`src/rtl/multicycle_ctrl_pkg.sv`:
```
// Opcode/funct encodings, ALU functions and datapath select codes for the multicycle controller.
// ILLEGAL_TRAP_EN adds TRAP_VECTOR, the PC value selected by pc_src=PC_SRC_TRAP.
package multicycle_ctrl_pkg;

  localparam logic [6:0] OP_LOAD      = 7'b0000011;
  localparam logic [6:0] OP_IMM_ARITH = 7'b0010011;
  localparam logic [6:0] OP_TYPE_S    = 7'b0100011;
  localparam logic [6:0] OP_TYPE_R    = 7'b0110011;
  localparam logic [6:0] OP_TYPE_U    = 7'b0110111;
  localparam logic [6:0] OP_TYPE_SB   = 7'b1100011;
  localparam logic [6:0] OP_JALR      = 7'b1100111;
  localparam logic [6:0] OP_JAL       = 7'b1101111;
  localparam logic [6:0] OP_BREAK     = 7'b1110011;

  localparam logic [2:0] F3_ADD = 3'b000;
  localparam logic [2:0] F3_SLL = 3'b001;
  localparam logic [2:0] F3_SLT = 3'b010;
  localparam logic [2:0] F3_SRL = 3'b101;
  localparam logic [2:0] F3_AND = 3'b111;

  localparam logic [2:0] F3_B  = 3'b000;
  localparam logic [2:0] F3_H  = 3'b001;
  localparam logic [2:0] F3_W  = 3'b010;
  localparam logic [2:0] F3_D  = 3'b011;
  localparam logic [2:0] F3_BU = 3'b100;

  localparam logic [2:0] F3_BEQ = 3'b000;
  localparam logic [2:0] F3_BNE = 3'b001;
  localparam logic [2:0] F3_BLT = 3'b100;
  localparam logic [2:0] F3_BGE = 3'b101;

  localparam logic [6:0] F7_BASE = 7'b0000000;
  localparam logic [6:0] F7_ALT  = 7'b0100000;
  localparam logic [5:0] F6_BASE = 6'b000000;
  localparam logic [5:0] F6_ALT  = 6'b010000;

  typedef enum logic [2:0] {
    ALU_ADD   = 3'd0,
    ALU_SUB   = 3'd1,
    ALU_AND   = 3'd2,
    ALU_SLL   = 3'd3,
    ALU_SRL   = 3'd4,
    ALU_SRA   = 3'd5,
    ALU_SLT   = 3'd6,
    ALU_PASSB = 3'd7
  } alu_op_t;

  // Instruction class resolved in DECODE; the controller maps it onto its own states.
  typedef enum logic [3:0] {
    DISP_NONE, DISP_R, DISP_I, DISP_LOAD, DISP_STORE,
    DISP_BRANCH, DISP_JAL, DISP_JALR, DISP_LUI, DISP_HALT
  } dispatch_t;

  localparam logic [1:0] PC_SRC_ALU    = 2'd0;
  localparam logic [1:0] PC_SRC_ALUOUT = 2'd1;
  localparam logic [1:0] PC_SRC_TRAP   = 2'd2;

  localparam logic [1:0] SRC_B_REG  = 2'd0;
  localparam logic [1:0] SRC_B_FOUR = 2'd1;
  localparam logic [1:0] SRC_B_IMM  = 2'd2;

  localparam logic [1:0] WB_ALUOUT = 2'd0;
  localparam logic [1:0] WB_MDR    = 2'd1;
  localparam logic [1:0] WB_LINK   = 2'd2;

  localparam logic [1:0] SIZE_B = 2'd0;
  localparam logic [1:0] SIZE_H = 2'd1;
  localparam logic [1:0] SIZE_W = 2'd2;
  localparam logic [1:0] SIZE_D = 2'd3;

`ifdef ILLEGAL_TRAP_EN
  localparam logic [63:0] TRAP_VECTOR = 64'h0000_0000_0000_0100;
`endif

endpackage

```
`src/rtl/multicycle_ctrl_instr_class_decode.sv`:
```
// Combinational instruction classifier: opcode/funct3/funct7 to dispatch class, ALU function,
// access size, load extension and the illegal-encoding flag.
module instr_class_decode
  import multicycle_ctrl_pkg::*;
(
  input  logic [6:0] opcode,
  input  logic [2:0] funct3,
  input  logic [6:0] funct7,
  output dispatch_t  dispatch,
  output alu_op_t    alu_op,
  output logic [1:0] mem_size,
  output logic       load_unsigned,
  output logic       illegal
);

  logic [5:0] funct6;
  assign funct6 = funct7[6:1];

  always_comb begin
    dispatch      = DISP_NONE;
    alu_op        = ALU_ADD;
    mem_size      = SIZE_B;
    load_unsigned = 1'b0;
    illegal       = 1'b0;
    case (opcode)
      OP_TYPE_R: begin
        dispatch = DISP_R;
        case ({funct7, funct3})
          {F7_BASE, F3_ADD}: alu_op = ALU_ADD;
          {F7_ALT,  F3_ADD}: alu_op = ALU_SUB;
          {F7_BASE, F3_SLL}: alu_op = ALU_SLL;
          {F7_BASE, F3_SLT}: alu_op = ALU_SLT;
          {F7_BASE, F3_AND}: alu_op = ALU_AND;
          default:           illegal = 1'b1;
        endcase
      end
      OP_IMM_ARITH: begin
        dispatch = DISP_I;
        // RV64 shift amounts reach into funct7[0], so shifts are told apart by funct6.
        case (funct3)
          F3_ADD: alu_op = ALU_ADD;
          F3_SLT: alu_op = ALU_SLT;
          F3_SLL: begin
            alu_op  = ALU_SLL;
            illegal = (funct6 != F6_BASE);
          end
          F3_SRL: begin
            if (funct6 == F6_BASE)     alu_op = ALU_SRL;
            else if (funct6 == F6_ALT) alu_op = ALU_SRA;
            else                       illegal = 1'b1;
          end
          default: illegal = 1'b1;
        endcase
      end
      OP_LOAD: begin
        dispatch = DISP_LOAD;
        case (funct3)
          F3_D:  mem_size = SIZE_D;
          F3_W:  mem_size = SIZE_W;
          F3_H:  mem_size = SIZE_H;
          F3_BU: begin
            mem_size      = SIZE_B;
            load_unsigned = 1'b1;
          end
          default: illegal = 1'b1;
        endcase
      end
      OP_TYPE_S: begin
        dispatch = DISP_STORE;
        case (funct3)
          F3_D:    mem_size = SIZE_D;
          F3_W:    mem_size = SIZE_W;
          F3_H:    mem_size = SIZE_H;
          F3_B:    mem_size = SIZE_B;
          default: illegal = 1'b1;
        endcase
      end
      OP_TYPE_SB: begin
        dispatch = DISP_BRANCH;
        alu_op   = ALU_SUB;
        illegal  = !(funct3 == F3_BEQ || funct3 == F3_BNE ||
                     funct3 == F3_BLT || funct3 == F3_BGE);
      end
      OP_JAL:  dispatch = DISP_JAL;
      OP_JALR: begin
        dispatch = DISP_JALR;
        illegal  = (funct3 != 3'b000);
      end
      OP_TYPE_U: begin
        dispatch = DISP_LUI;
        alu_op   = ALU_PASSB;
      end
      OP_BREAK: dispatch = DISP_HALT;
      default:  illegal = 1'b1;
    endcase
    if (illegal) begin
      dispatch      = DISP_NONE;
      load_unsigned = 1'b0;
    end
  end

endmodule

```
`src/rtl/multicycle_ctrl.sv`:
```
// Multicycle control FSM: sequences fetch/decode/execute/memory/writeback for the RV64 subset.
// Build option ILLEGAL_TRAP_EN: illegal encodings trap through TRAP instead of acting as a NOP.
module multicycle_ctrl
  import multicycle_ctrl_pkg::*;
(
  input  logic       clock,
  input  logic       reset_n,
  input  logic [6:0] opcode,
  input  logic [2:0] funct3,
  input  logic [6:0] funct7,
  input  logic       alu_zero,
  input  logic       alu_lt,
  input  logic       mem_ack,
  output logic       mem_req,
  output logic       mem_we,
  output logic [1:0] mem_size,
  output logic       mem_sel,
  output logic       ir_write,
  output logic       pc_write,
  output logic       reg_write,
  output logic       load_unsigned,
  output logic [1:0] pc_src,
  output logic       alu_src_a,
  output logic [1:0] alu_src_b,
  output alu_op_t    alu_op,
  output logic [1:0] wb_sel,
  output logic       halted,
  output logic       illegal,
  output logic       epc_write,
  output logic [3:0] dbg_state
);

  typedef enum logic [3:0] {
    FETCH   = 4'd0,  DECODE = 4'd1,  EXEC_R = 4'd2,  EXEC_I  = 4'd3,
    ADDR    = 4'd4,  BRANCH = 4'd5,  JAL    = 4'd6,  JALR    = 4'd7,
    LUI     = 4'd8,  WB_ALU = 4'd9,  MEM_RD = 4'd10, MEM_WR  = 4'd11,
    WB_LOAD = 4'd12, HALT   = 4'd13, TRAP   = 4'd14
  } ctrl_state_t;

  ctrl_state_t state, next_state;
  logic        run_q;
  logic        active;
  logic        taken;

  dispatch_t   dec_dispatch;
  alu_op_t     dec_alu_op;
  logic [1:0]  dec_mem_size;
  logic        dec_load_unsigned;
  logic        dec_illegal;

  instr_class_decode u_decode (
    .opcode        (opcode),
    .funct3        (funct3),
    .funct7        (funct7),
    .dispatch      (dec_dispatch),
    .alu_op        (dec_alu_op),
    .mem_size      (dec_mem_size),
    .load_unsigned (dec_load_unsigned),
    .illegal       (dec_illegal)
  );

  // Outputs stay quiet while reset_n is low and for the cycle in which it is first released.
  always_ff @(posedge clock) begin
    if (!reset_n) begin
      state <= FETCH;
      run_q <= 1'b0;
    end else begin
      state <= next_state;
      run_q <= 1'b1;
    end
  end

  assign active = reset_n & run_q;

  always_comb begin
    taken = 1'b0;
    case (funct3)
      F3_BEQ:  taken = alu_zero;
      F3_BNE:  taken = !alu_zero;
      F3_BLT:  taken = alu_lt;
      F3_BGE:  taken = !alu_lt;
      default: taken = 1'b0;
    endcase
  end

  // Memory handshake: mem_req is the valid, mem_ack the ready. Request attributes hold
  // until an edge samples mem_ack=1 with mem_req=1; that edge leaves the state, so the
  // request drops the next cycle. mem_ack with mem_req=0 has no effect.
  always_comb begin
    next_state    = state;
    mem_req       = 1'b0;
    mem_we        = 1'b0;
    mem_size      = SIZE_B;
    mem_sel       = 1'b0;
    ir_write      = 1'b0;
    pc_write      = 1'b0;
    reg_write     = 1'b0;
    load_unsigned = 1'b0;
    pc_src        = PC_SRC_ALU;
    alu_src_a     = 1'b0;
    alu_src_b     = SRC_B_REG;
    alu_op        = ALU_ADD;
    wb_sel        = WB_ALUOUT;
    halted        = 1'b0;
    illegal       = 1'b0;
    epc_write     = 1'b0;
    dbg_state     = 4'd0;
    if (active) begin
      dbg_state = state;
      case (state)
        FETCH: begin
          mem_req  = 1'b1;
          mem_size = SIZE_W;
          if (mem_ack) begin
            ir_write   = 1'b1;
            pc_write   = 1'b1;
            alu_src_b  = SRC_B_FOUR;
            next_state = DECODE;
          end
        end
        DECODE: begin
          alu_src_b = SRC_B_IMM;
          if (dec_illegal) begin
`ifdef ILLEGAL_TRAP_EN
            next_state = TRAP;
`else
            next_state = FETCH;
`endif
          end else begin
            case (dec_dispatch)
              DISP_R:      next_state = EXEC_R;
              DISP_I:      next_state = EXEC_I;
              DISP_LOAD:   next_state = ADDR;
              DISP_STORE:  next_state = ADDR;
              DISP_BRANCH: next_state = BRANCH;
              DISP_JAL:    next_state = JAL;
              DISP_JALR:   next_state = JALR;
              DISP_LUI:    next_state = LUI;
              DISP_HALT:   next_state = HALT;
              default:     next_state = FETCH;
            endcase
          end
        end
        EXEC_R: begin
          alu_src_a  = 1'b1;
          alu_op     = dec_alu_op;
          next_state = WB_ALU;
        end
        EXEC_I: begin
          alu_src_a  = 1'b1;
          alu_src_b  = SRC_B_IMM;
          alu_op     = dec_alu_op;
          next_state = WB_ALU;
        end
        LUI: begin
          alu_src_b  = SRC_B_IMM;
          alu_op     = ALU_PASSB;
          next_state = WB_ALU;
        end
        WB_ALU: begin
          reg_write  = 1'b1;
          next_state = FETCH;
        end
        ADDR: begin
          alu_src_a     = 1'b1;
          alu_src_b     = SRC_B_IMM;
          load_unsigned = dec_load_unsigned;
          next_state    = (dec_dispatch == DISP_LOAD) ? MEM_RD : MEM_WR;
        end
        MEM_RD: begin
          mem_req       = 1'b1;
          mem_sel       = 1'b1;
          mem_size      = dec_mem_size;
          load_unsigned = dec_load_unsigned;
          if (mem_ack) next_state = WB_LOAD;
        end
        MEM_WR: begin
          mem_req  = 1'b1;
          mem_we   = 1'b1;
          mem_sel  = 1'b1;
          mem_size = dec_mem_size;
          if (mem_ack) next_state = FETCH;
        end
        WB_LOAD: begin
          reg_write     = 1'b1;
          wb_sel        = WB_MDR;
          load_unsigned = dec_load_unsigned;
          next_state    = FETCH;
        end
        BRANCH: begin
          alu_src_a  = 1'b1;
          alu_op     = ALU_SUB;
          pc_write   = taken;
          pc_src     = PC_SRC_ALUOUT;
          next_state = FETCH;
        end
        JAL: begin
          pc_write   = 1'b1;
          pc_src     = PC_SRC_ALUOUT;
          reg_write  = 1'b1;
          wb_sel     = WB_LINK;
          next_state = FETCH;
        end
        JALR: begin
          alu_src_a  = 1'b1;
          alu_src_b  = SRC_B_IMM;
          pc_write   = 1'b1;
          reg_write  = 1'b1;
          wb_sel     = WB_LINK;
          next_state = FETCH;
        end
        HALT: begin
          halted     = 1'b1;
          next_state = HALT;
        end
`ifdef ILLEGAL_TRAP_EN
        TRAP: begin
          epc_write  = 1'b1;
          pc_write   = 1'b1;
          pc_src     = PC_SRC_TRAP;
          illegal    = 1'b1;
          next_state = FETCH;
        end
`endif
        default: next_state = FETCH;
      endcase
    end
  end

endmodule

```
`config.mk`:
```
export PLATFORM = sky130hd
export DESIGN_NAME = multicycle_ctrl
export DESIGN_NICKNAME = d
export VERILOG_FILES = /design/src/rtl/multicycle_ctrl_pkg.sv /design/src/rtl/multicycle_ctrl_instr_class_decode.sv /design/src/rtl/multicycle_ctrl.sv
export SDC_FILE = /design/constraint.sdc
export NUM_CORES = 1
export LEC_CHECK = 0
export BUFFER_PORTS_ARGS = -buffer_cell sky130_fd_sc_hd__buf_2
export CAP_MARGIN = 20
export CORE_UTILIZATION = 56
export CTS_BUF_LIST = sky130_fd_sc_hd__clkbuf_2
export DETAILED_ROUTE_END_ITERATION = 7
export GPL_TIMING_DRIVEN = 0
export PLACE_DENSITY_LB_ADDON = 0.12
export SLEW_MARGIN = 0
export SYNTH_ARGS = -nofsm -noshare
export SYNTH_HDL_FRONTEND = slang
export SYNTH_SLANG_ARGS = --single-unit
```
`constraint.sdc`:
```
create_clock -name clock -period 6.66 [get_ports clock]
set_input_delay 1.332 -clock clock [delete_from_list [all_inputs] [get_ports clock]]
set_output_delay 1.332 -clock clock [all_outputs]
set_load 0.01 [all_outputs]
```
==> results of run 1 <==
[cell usage after synthesis, types with 2 or more instances]
library cell	n
a2111oi_0	2
a211oi_1	5
a21oi_1	16
a31oi_1	3
a32oi_1	2
and2_1	2
and3_1	4
and4b_1	2
buf_2	4
buf_4	4
clkbuf_1	10
dfxtp_1	5
ha_1	3
inv_1	6
mux2i_1	4
nand2_1	21
nand2b_1	4
nand3_1	3
nand3b_1	2
nand4_1	2
nand4b_1	2
nor2_1	23
nor2b_1	9
nor3_1	10
nor3_2	2
nor3b_1	2
nor4_1	4
o21ai_0	13
o22ai_1	3
o31ai_1	3
or3_1	4
or4_1	2
or4b_1	2
xnor2_1	4
[metal layers]
layer	GRT usage [%]	up-vias	wire (um)
li1	-	880	-
met4	5.86	0	9
met5	0	-	0
met1	39.3	796	1620
met3	3.57	2	252
met2	55.0	77	1890
[layout by cell type (no fill, tap or decap), types with 4 or more instances in the layout]
| master | count |
|---|---|
| or3_1 | 4 |
| nor2b_1 | 9 |
| a211oi_1 | 5 |
| and3_1 | 4 |
| a21oi_1 | 16 |
| clkbuf_1 | 10 |
| dfxtp_1 | 5 |
| buf_4 | 4 |
| nor2_1 | 23 |
| inv_1 | 6 |
| clkbuf_2 | 4 |
| buf_2 | 47 |
| mux2i_1 | 4 |
| nor4_1 | 4 |
| o21ai_0 | 13 |
| nor3_1 | 10 |
| nand2b_1 | 4 |
| xnor2_1 | 4 |
| nand2_1 | 21 |
[final timing paths]
check | slack [ps] | cells after the start | end
setup reg to reg | 4670 | 7 | state[0]$_SDFFE_PN0P_
hold reg to reg | 660 | 3 | state[2]$_SDFFE_PN0P_
hold / removal | 660 | 3 | state[2]$_SDFFE_PN0P_
setup / recovery | 2000 | 7 | alu_op[0]
[cell families after synthesis]
| family | after synthesis | share of synthesized area, % |
|---|---|---|
| compound gates | 59 | 27.7 |
| xor+xnor | 5 | 3.22 |
| fa+ha+maj | 4 | 3.50 |
| buf+inv | 26 | 9.21 |
| flops | 5 | 7.37 |
| mux | 4 | 2.95 |
| other cells | 1 | 0.276 |
| simple gates | 110 | 45.8 |
[power by group through the flow]
stage	Sequential (uW)	Combinational (uW)	Clock (uW)
2_1_floorplan	31.9	36.9	0
3_5_place_dp	32.0	54.6	0
5_1_grt	31.4	61.1	32.4
3_3_place_gp	31.9	53.6	0
4_1_cts	31.3	54.7	30.1
6_report	31.3	55.6	29.5
[area by class of cell]
cell class,count,area (um^2)
multi-input cells,185,1140
fillers,245,618
repair buffers,43,215
plain buffers,20,103
flip-flops and latches,5,100
well taps,28,35.0
inverters,6,22.5
clock buffers,4,20.0
[per-stage QoR]
step                      instance area, um^2  total power, uW
after floorplan                          1370             68.8
after global placement                   1620             85.5
after detailed placement                 1620             86.5
after CTS                                1640              116
after global routing                     1640              125
final                                    1640              116
[state kept, by name, summed over array words and instances (netlist names)]
name and cells:
state 4, run_q 1
[critical path: stages]
cell and delay [ps]:
buf_2 100, or4_4 550, nor3_2 200, or3b_1 410, or4_1 470, a21oi_1 130
buf_2 140
==> out/summary.txt, run 1 <==
htree depth = 1
Seq pwr share = 26.9%
# clock sinks = 5
Die Width = 51.3 um
Routed WL per cell = 13.0 um
max-slew violations = 0
GRT Util Overall = 30.7%
post-route insts no fill = 291
cell count after synthesis = 214
Setup CP Type = input port to primary output
syn avg cell area = 6.35 um^2
CTS tree = done
max-cap violation count = 0
nets@finish = 289
Max clock buf depth = 2
Combinational Power Share = 47.7%
PwrDens = 71.1 nW/um^2
share of layout cells above drive strength 1 = 24.0%
Core ar. = 2250 um^2
EDFF count, synth = 0
worst hold start = run_q$_DFF_P_
worst slack at placement = 1980 ps
LEAKAGE = 0.000687 uW
via/cell ratio = 6.03
Top FF cell, synth = dfxtp_1
Worst Tran Pin Value = 548 ps
ant diodes = 0
required time worst endpoint = 5330 ps
FF+latch count, synth = 5
HP Class = flop to flop
clk_skew = 6.39 ps
post-layout util = 72.6%
Post-CTS Hold Buffers = 0
fin crit period = 4660 ps
CP Max Fanout = 3
async set-reset flop share out of synthesis = 0%
Setup crit start kind = input port
first-pass GRT wire length = 6.29 mm
Seq/Total Area, Yosys = 7.37%
drt drc = 0
io pins = 48
dpl cells = 287
switch share = 40.8%
ranking of synthesized cells by area = dfxtp_1 7.4%, nor2_1 6.4%, a21oi_1 5.9%, nand2_1 5.8%, o21ai_0 4.8%
Post-Route WL = 3.78 mm
Internal = 68.9 uW
final setup fails = 0
CP endpoint kind = primary output
drt first-iter violations = 89
unrepaired setup endpoints after global routing = false
largest net degree at the start of global routing = 11
total CTS buffers = 3
area grow syn2layout = 20.4%
gp weighted congestion = 0.960
Worst slew margin = 62.5%
clock share of power = 25.4%
Clk Latency, worst-skew pair = 230 ps
Max VDD drop = 0.0856 mV
final hold vios = 0
Unique masters post-synth = 61
initial cell density of the core = 60.3%
post-synth top area cell = dfxtp_1
row cnt = 17
antenna violations before repair = 0
final hold slack = 662 ps
Initial DRT Pass Iterations = 5
Final Cycle Share = 70.0%
Setup Fix Bufs, Post-CTS = 0
die area = 2630 um^2
worst setup margin = 2000 ps
TNS Setup = 0 ps
YS warnings = 0
post-cts repair resize count = 0
detailed-route via count = 1755
gr ovfl total = 0
Port Buffer Count = 43
Clock Root Buffer = clkbuf_2
Worst-path clk slew = 60 ps
status = finished clean
Crit Reg-Reg Startpoint = state[0]$_SDFFE_PN0P_
Setup crit start = funct7[2]
switching pwr = 47.5 uW
vias in the first global route = 1474
Worst EP arrival = 3330 ps
Yosys top cell area share = 7.37%
fmax = 0.215 GHz
Die Y = 51.3 um
Detailed Place HPWL = 2.92 mm
Final ANT Viol Nets = 0
synthesized area = 1360 um^2
Note: power is estimated with default switching activity, not from simulation.
==> run 2, diff against run 1 <==
--- a/config.mk
+++ b/config.mk
@@ -7,7 +7,7 @@
 export LEC_CHECK = 0
 export BUFFER_PORTS_ARGS = -buffer_cell sky130_fd_sc_hd__buf_2
 export CAP_MARGIN = 20
-export CORE_UTILIZATION = 56
+export CORE_UTILIZATION = 47
 export CTS_BUF_LIST = sky130_fd_sc_hd__clkbuf_2
 export DETAILED_ROUTE_END_ITERATION = 7
 export GPL_TIMING_DRIVEN = 0
==> constraint.sdc (replaced) <==
create_clock -name clock -period 3.8 [get_ports clock]
set_input_delay 0.76 -clock clock [delete_from_list [all_inputs] [get_ports clock]]
set_output_delay 0.76 -clock clock [all_outputs]
set_load 0.01 [all_outputs]
==> run 2 against run 1 <==
Net effect:
- core utilization shrank 13 points
- non-clock buffer count is the same
- via count shrank 1.9%
- sequential power grew 75%
- combinational power grew 74%
- first-iteration DRC count shrank 6.7%
- global-route usage shrank 5.1 points
- cell count grew 1.0%
- clock skew shrank 3.2 ps
- critical path depth is the same
- routed wire length grew 2.3%
- clock-buffer cell count is the same
- critical endpoint unchanged
==> out/summary.txt, run 2 (synthesized netlist as in run 1, its figures left out) <==
Clock Root Buffer = clkbuf_2 (unchanged)
gp weighted congestion = 0.874 (was 0.960)
Port Buffer Count = 43 (unchanged)
Die Y = 55.8 um (was 51.3 um)
Setup Fix Bufs, Post-CTS = 0 (unchanged)
Setup crit start kind = input port (unchanged)
Core ar. = 2760 um^2 (was 2250 um^2)
Setup crit start = funct7[2] (unchanged)
Crit path largest cell delay = 540 ps (was 550 ps)
max FFs per register = 4 (unchanged)
max-slew violations = 0 (unchanged)
Routed WL per cell = 13.1 um (was 13.0 um)
Worst EP arrival = 2780 ps (was 3330 ps)
clk_skew = 3.15 ps (was 6.39 ps)
final hold vios = 0 (unchanged)
status = finished clean (unchanged)
Clk Latency, worst-skew pair = 220 ps (was 230 ps)
post-route insts no fill = 294 (was 291)
Worst Tran Pin Value = 517 ps (was 548 ps)
most frequent cells in the layout = 47 x buf_2, 23 x nor2_1, 21 x nand2_1 (unchanged)
dpl cells = 290 (was 287)
share of layout cells above drive strength 1 = 24.0% (unchanged)
drt first-iter violations = 83 (was 89)
io pins = 48 (unchanged)
Die Width = 55.8 um (was 51.3 um)
PwrDens = 123 nW/um^2 (was 71.1 nW/um^2)
CP Max Fanout = 3 (unchanged)
HP Class = flop to flop (unchanged)
worst setup margin = 264 ps (was 2000 ps)
fmax = 0.283 GHz
cell mode on critical path = buf_2 (unchanged)
Top reg by flops = state (unchanged)
Post-Route WL = 3.86 mm (was 3.78 mm)
LEAKAGE = 0.000687 uW (unchanged)
Final Cycle Share = 93.1%
Post-CTS Hold Buffers = 0 (unchanged)
GRT Util Overall = 25.6% (was 30.7%)
row cnt = 19 (was 17)
Setup CP Type = input port to primary output (unchanged)
TNS Setup = 0 ps (unchanged)
commonest non-fill, non-tap cell in the layout = buf_2 (unchanged)
largest net degree at the start of global routing = 11 (unchanged)
post-cts repair resize count = 0 (unchanged)
CP endpoint kind = primary output (unchanged)
# clock sinks = 5 (unchanged)
unrepaired setup endpoints after global routing = false (unchanged)
vias in the first global route = 1566 (was 1474)
final setup fails = 0 (unchanged)
Initial DRT Pass Iterations = 4 (was 5)
Worst slew margin = 64.7% (was 62.5%)
via/cell ratio = 5.86 (was 6.03)
total CTS buffers = 3 (unchanged)
CP cell instances = buf_2 -> or4_4 -> nor3_2 -> or3b_1 -> or4_1 -> a21oi_1 -> buf_2 (unchanged)
post-layout util = 59.5% (was 72.6%)
antenna violations before repair = 0 (unchanged)
biggest registers after layout = state x4, run_q x1 (unchanged)
worst hold start = run_q$_DFF_P_ (unchanged)
detailed-route via count = 1722 (was 1755)
drt drc = 0 (unchanged)
area grow syn2layout = 20.7% (was 20.4%)
Final ANT Viol Nets = 0 (unchanged)
Max VDD drop = 0.261 mV (was 0.0856 mV)
ant diodes = 0 (unchanged)
initial cell density of the core = 49.3% (was 60.3%)
gr ovfl total = 0 (unchanged)
Worst-path clk slew = 60 ps (about the same)
Detailed Place HPWL = 3.02 mm (was 2.92 mm)
Crit Reg-Reg Startpoint = state[0]$_SDFFE_PN0P_ (unchanged)
max-cap violation count = 0 (unchanged)
CTS tree = done (unchanged)
CP max-delay cell = or4_4 (unchanged)
die area = 3110 um^2 (was 2630 um^2)
required time worst endpoint = 3040 ps (was 5330 ps)
worst slack at placement = 261 ps (was 1980 ps)
fin crit period = 3540 ps
first-pass GRT wire length = 6.72 mm (was 6.29 mm)
Max clock buf depth = 2 (unchanged)
htree depth = 1 (unchanged)
nets@finish = 289 (unchanged)
final hold slack = 675 ps (was 662 ps)
[run 2: cell counts in the layout (fill, tap and decap cells not counted)]
No cell type changed its count.
[run 2: layer usage]
metal	GRT usage, %	wire, um
met3	3.49	187
met2	44.4	1860
met4	6.43	38
met1	33.4	1770
met5	0	0
[run 2: final timing paths]
kind	end	slack [ps]	depth (start not counted)
hold reg to reg	state[2]$_SDFFE_PN0P_	680	3
setup / recovery	alu_op[0]	260	7
setup reg to reg	state[0]$_SDFFE_PN0P_	1840	7
hold / removal	state[2]$_SDFFE_PN0P_	680	3
[run 2: final cells by class]
type,count,area [um^2]
multi-input combinational,185,1140
buffer,20,103
sequential,5,100
tap,31,38.8
timing repair buffer,43,215
inverter,6,22.5
fill,297,1120
clock buffer,4,20.0
[run 2: metrics by stage]
step	power [uW]	area, um^2
after floorplan	121	1370
after global placement	151	1620
after detailed placement	152	1620
after CTS	202	1640
after global routing	217	1640
final	202	1640
[run 2: worst max-delay path: cells and delay by family]
kind                   cells  cell delay (ps)
buffers and inverters      2              240
AND/OR/NAND/NOR            4             1630
AO/OA/AOI/OAI              1              140
[run 2: power by group]
| part | total, uW | leakage, uW | internal [uW] | switching, uW |
|---|---|---|---|---|
| clock network | 50.1 | 0.0000166 | 27.9 | 22.3 |
| logic | 96.8 | 0.000629 | 38.8 | 58.0 |
| registers | 54.9 | 0.0000409 | 54.1 | 0.880 |
==> run 3, diff against run 2 <==
--- a/config.mk
+++ b/config.mk
@@ -7,8 +7,9 @@
 export LEC_CHECK = 0
 export BUFFER_PORTS_ARGS = -buffer_cell sky130_fd_sc_hd__buf_2
 export CAP_MARGIN = 20
+export CORE_MARGIN = 4
 export CORE_UTILIZATION = 47
-export CTS_BUF_LIST = sky130_fd_sc_hd__clkbuf_2
+export CTS_BUF_LIST = sky130_fd_sc_hd__clkbuf_4 sky130_fd_sc_hd__clkbuf_8
 export DETAILED_ROUTE_END_ITERATION = 7
 export GPL_TIMING_DRIVEN = 0
 export PLACE_DENSITY_LB_ADDON = 0.12
==> run 3 against run 2 <==
Net effect:
- via count up 1.4%
- design area up 0.61%
- clock-buffer cell count unchanged
- clock skew is 0.83 ps lower
- combinational power hardly changed
- sequential share of layout area hardly changed
==> out/summary.txt, run 3 (synthesized netlist as in run 1, its figures left out) <==
status = finished clean (unchanged)
Design Area, Final = 1650 um^2 (was 1640 um^2)
die area = 3820 um^2 (was 3110 um^2)
fmax = 0.284 GHz (was 0.283 GHz)
biggest registers after layout = state x4, run_q x1 (unchanged)
clk_skew = 2.33 ps (was 3.15 ps)
Setup Fix Bufs, Post-CTS = 0 (unchanged)
area grow syn2layout = 21.5% (was 20.7%)
antenna violations before repair = 0 (unchanged)
nets@finish = 289 (unchanged)
first-pass GRT wire length = 6.49 mm (was 6.72 mm)
io pins = 48 (unchanged)
Final ANT Viol Nets = 0 (unchanged)
LEAKAGE = 0.000688 uW (was 0.000687 uW)
final hold vios = 0 (unchanged)
placed instance area = 1620 um^2 (unchanged)
Port Buffer Count = 43 (unchanged)
detailed-route via count = 1746 (was 1722)
Final Cycle Share = 92.7% (was 93.1%)
HP Class = flop to flop (unchanged)
Setup crit start kind = input port (unchanged)
Clock Root Buffer = clkbuf_4 (was clkbuf_2)
htree depth = 1 (unchanged)
unrepaired setup endpoints after global routing = false (unchanged)
max-cap violation count = 0 (unchanged)
required time worst endpoint = 3040 ps (about the same)
Routed WL per cell = 13.5 um (was 13.1 um)
CTS tree = done (unchanged)
post-cts repair resize count = 0 (unchanged)
Post-CTS Hold Buffers = 0 (unchanged)
Core ar. = 2760 um^2 (unchanged)
Max clock buf depth = 2 (unchanged)
max-slew violations = 0 (unchanged)
Die Width = 61.8 um (was 55.8 um)
drt drc = 0 (unchanged)
final setup fails = 0 (unchanged)
Post-Route WL = 3.98 mm (was 3.86 mm)
max FFs per register = 4 (unchanged)
Worst Tran Pin Value = 559 ps (was 517 ps)
row cnt = 19 (unchanged)
Detailed Place HPWL = 3.12 mm (was 3.02 mm)
Worst-path clk slew = 40 ps (was 60 ps)
Worst slew margin = 61.8% (was 64.7%)
vias in the first global route = 1508 (was 1566)
Initial DRT Pass Iterations = 4 (unchanged)
final hold slack = 652 ps (was 675 ps)
gp weighted congestion = 0.978 (was 0.874)
most frequent cells in the layout = 47 x buf_2, 23 x nor2_1, 21 x nand2_1 (unchanged)
CP endpoint kind = primary output (unchanged)
Max VDD drop = 0.331 mV (was 0.261 mV)
Crit Reg-Reg Startpoint = state[0]$_SDFFE_PN0P_ (unchanged)
TNS Setup = 0 ps (unchanged)
share of layout cells above drive strength 1 = 24.0% (unchanged)
drt first-iter violations = 117 (was 83)
Die Y = 61.8 um (was 55.8 um)
commonest non-fill, non-tap cell in the layout = buf_2 (unchanged)
GRT Util Overall = 21.2% (was 25.6%)
Setup crit start = funct7[2] (unchanged)
gr ovfl total = 0 (unchanged)
Clk Latency, worst-skew pair = 240 ps (was 220 ps)
via/cell ratio = 5.94 (was 5.86)
Worst EP arrival = 2760 ps (was 2780 ps)
fin crit period = 3520 ps (was 3540 ps)
CP Max Fanout = 3 (unchanged)
worst hold start = run_q$_DFF_P_ (unchanged)
ant diodes = 0 (unchanged)
Power Total = 220 uW (was 202 uW)
# clock sinks = 5 (unchanged)
initial cell density of the core = 49.3% (unchanged)
PwrDens = 133 nW/um^2 (was 123 nW/um^2)
Top reg by flops = state (unchanged)
total CTS buffers = 3 (unchanged)
largest net degree at the start of global routing = 11 (unchanged)
Setup CP Type = input port to primary output (unchanged)
-- run 3: per-stage QoR --
stage | setup slack (ps) | instances | utilization [%]
2_1_floorplan | 513 | 216 | -
3_5_place_dp | 278 | 290 | 58.8
3_3_place_gp | 278 | 290 | 58.8
4_1_cts | 277 | 294 | 59.8
5_1_grt | 22.6 | 294 | 59.8
6_report | 279 | 294 | 59.8
-- run 3: cell type report --
class                      count  area [um^2]
buffer                        20          103
tap                           31         38.8
timing repair buffer          43          215
clock buffer                   4         30.0
multi-input combinational    185         1140
sequential                     5          100
fill                         295         1110
inverter                       6         22.5
-- run 3: path summary, 6_finish.rpt --
path | end | depth (start not counted) | slack, ps
worst max-delay path | alu_op[0] | 7 | 280
worst min-delay path | state[2]$_SDFFE_PN0P_ | 3 | 650
worst max register to register | state[0]$_SDFFE_PN0P_ | 7 | 1840
worst min register to register | state[2]$_SDFFE_PN0P_ | 3 | 650
-- run 3: critical path, stage by stage --
cell and delay, ps:
buf_2 90, or4_4 550, nor3_2 180, or3b_1 420, or4_1 480, a21oi_1 140, buf_2 140
-- run 3: power breakdown --
| group | internal [uW] | total [uW] | leakage, uW | switching, uW |
|---|---|---|---|---|
| combinational | 38.8 | 97.1 | 0.000629 | 58.3 |
| clock | 46.8 | 67.6 | 0.0000184 | 20.8 |
| sequential | 54.3 | 55.1 | 0.0000409 | 0.834 |
| total | 140 | 220 | 0.000688 | 79.9 |
-- run 3: metal layers --
layer | global-route usage, % | part of all wire (%) | vias up
met5 | 0 | 0 | -
met4 | 3.03 | 0 | 0
met3 | 3.31 | 6.8 | 0
met2 | 36.0 | 49 | 67
met1 | 28.9 | 45 | 796
li1 | - | - | 883
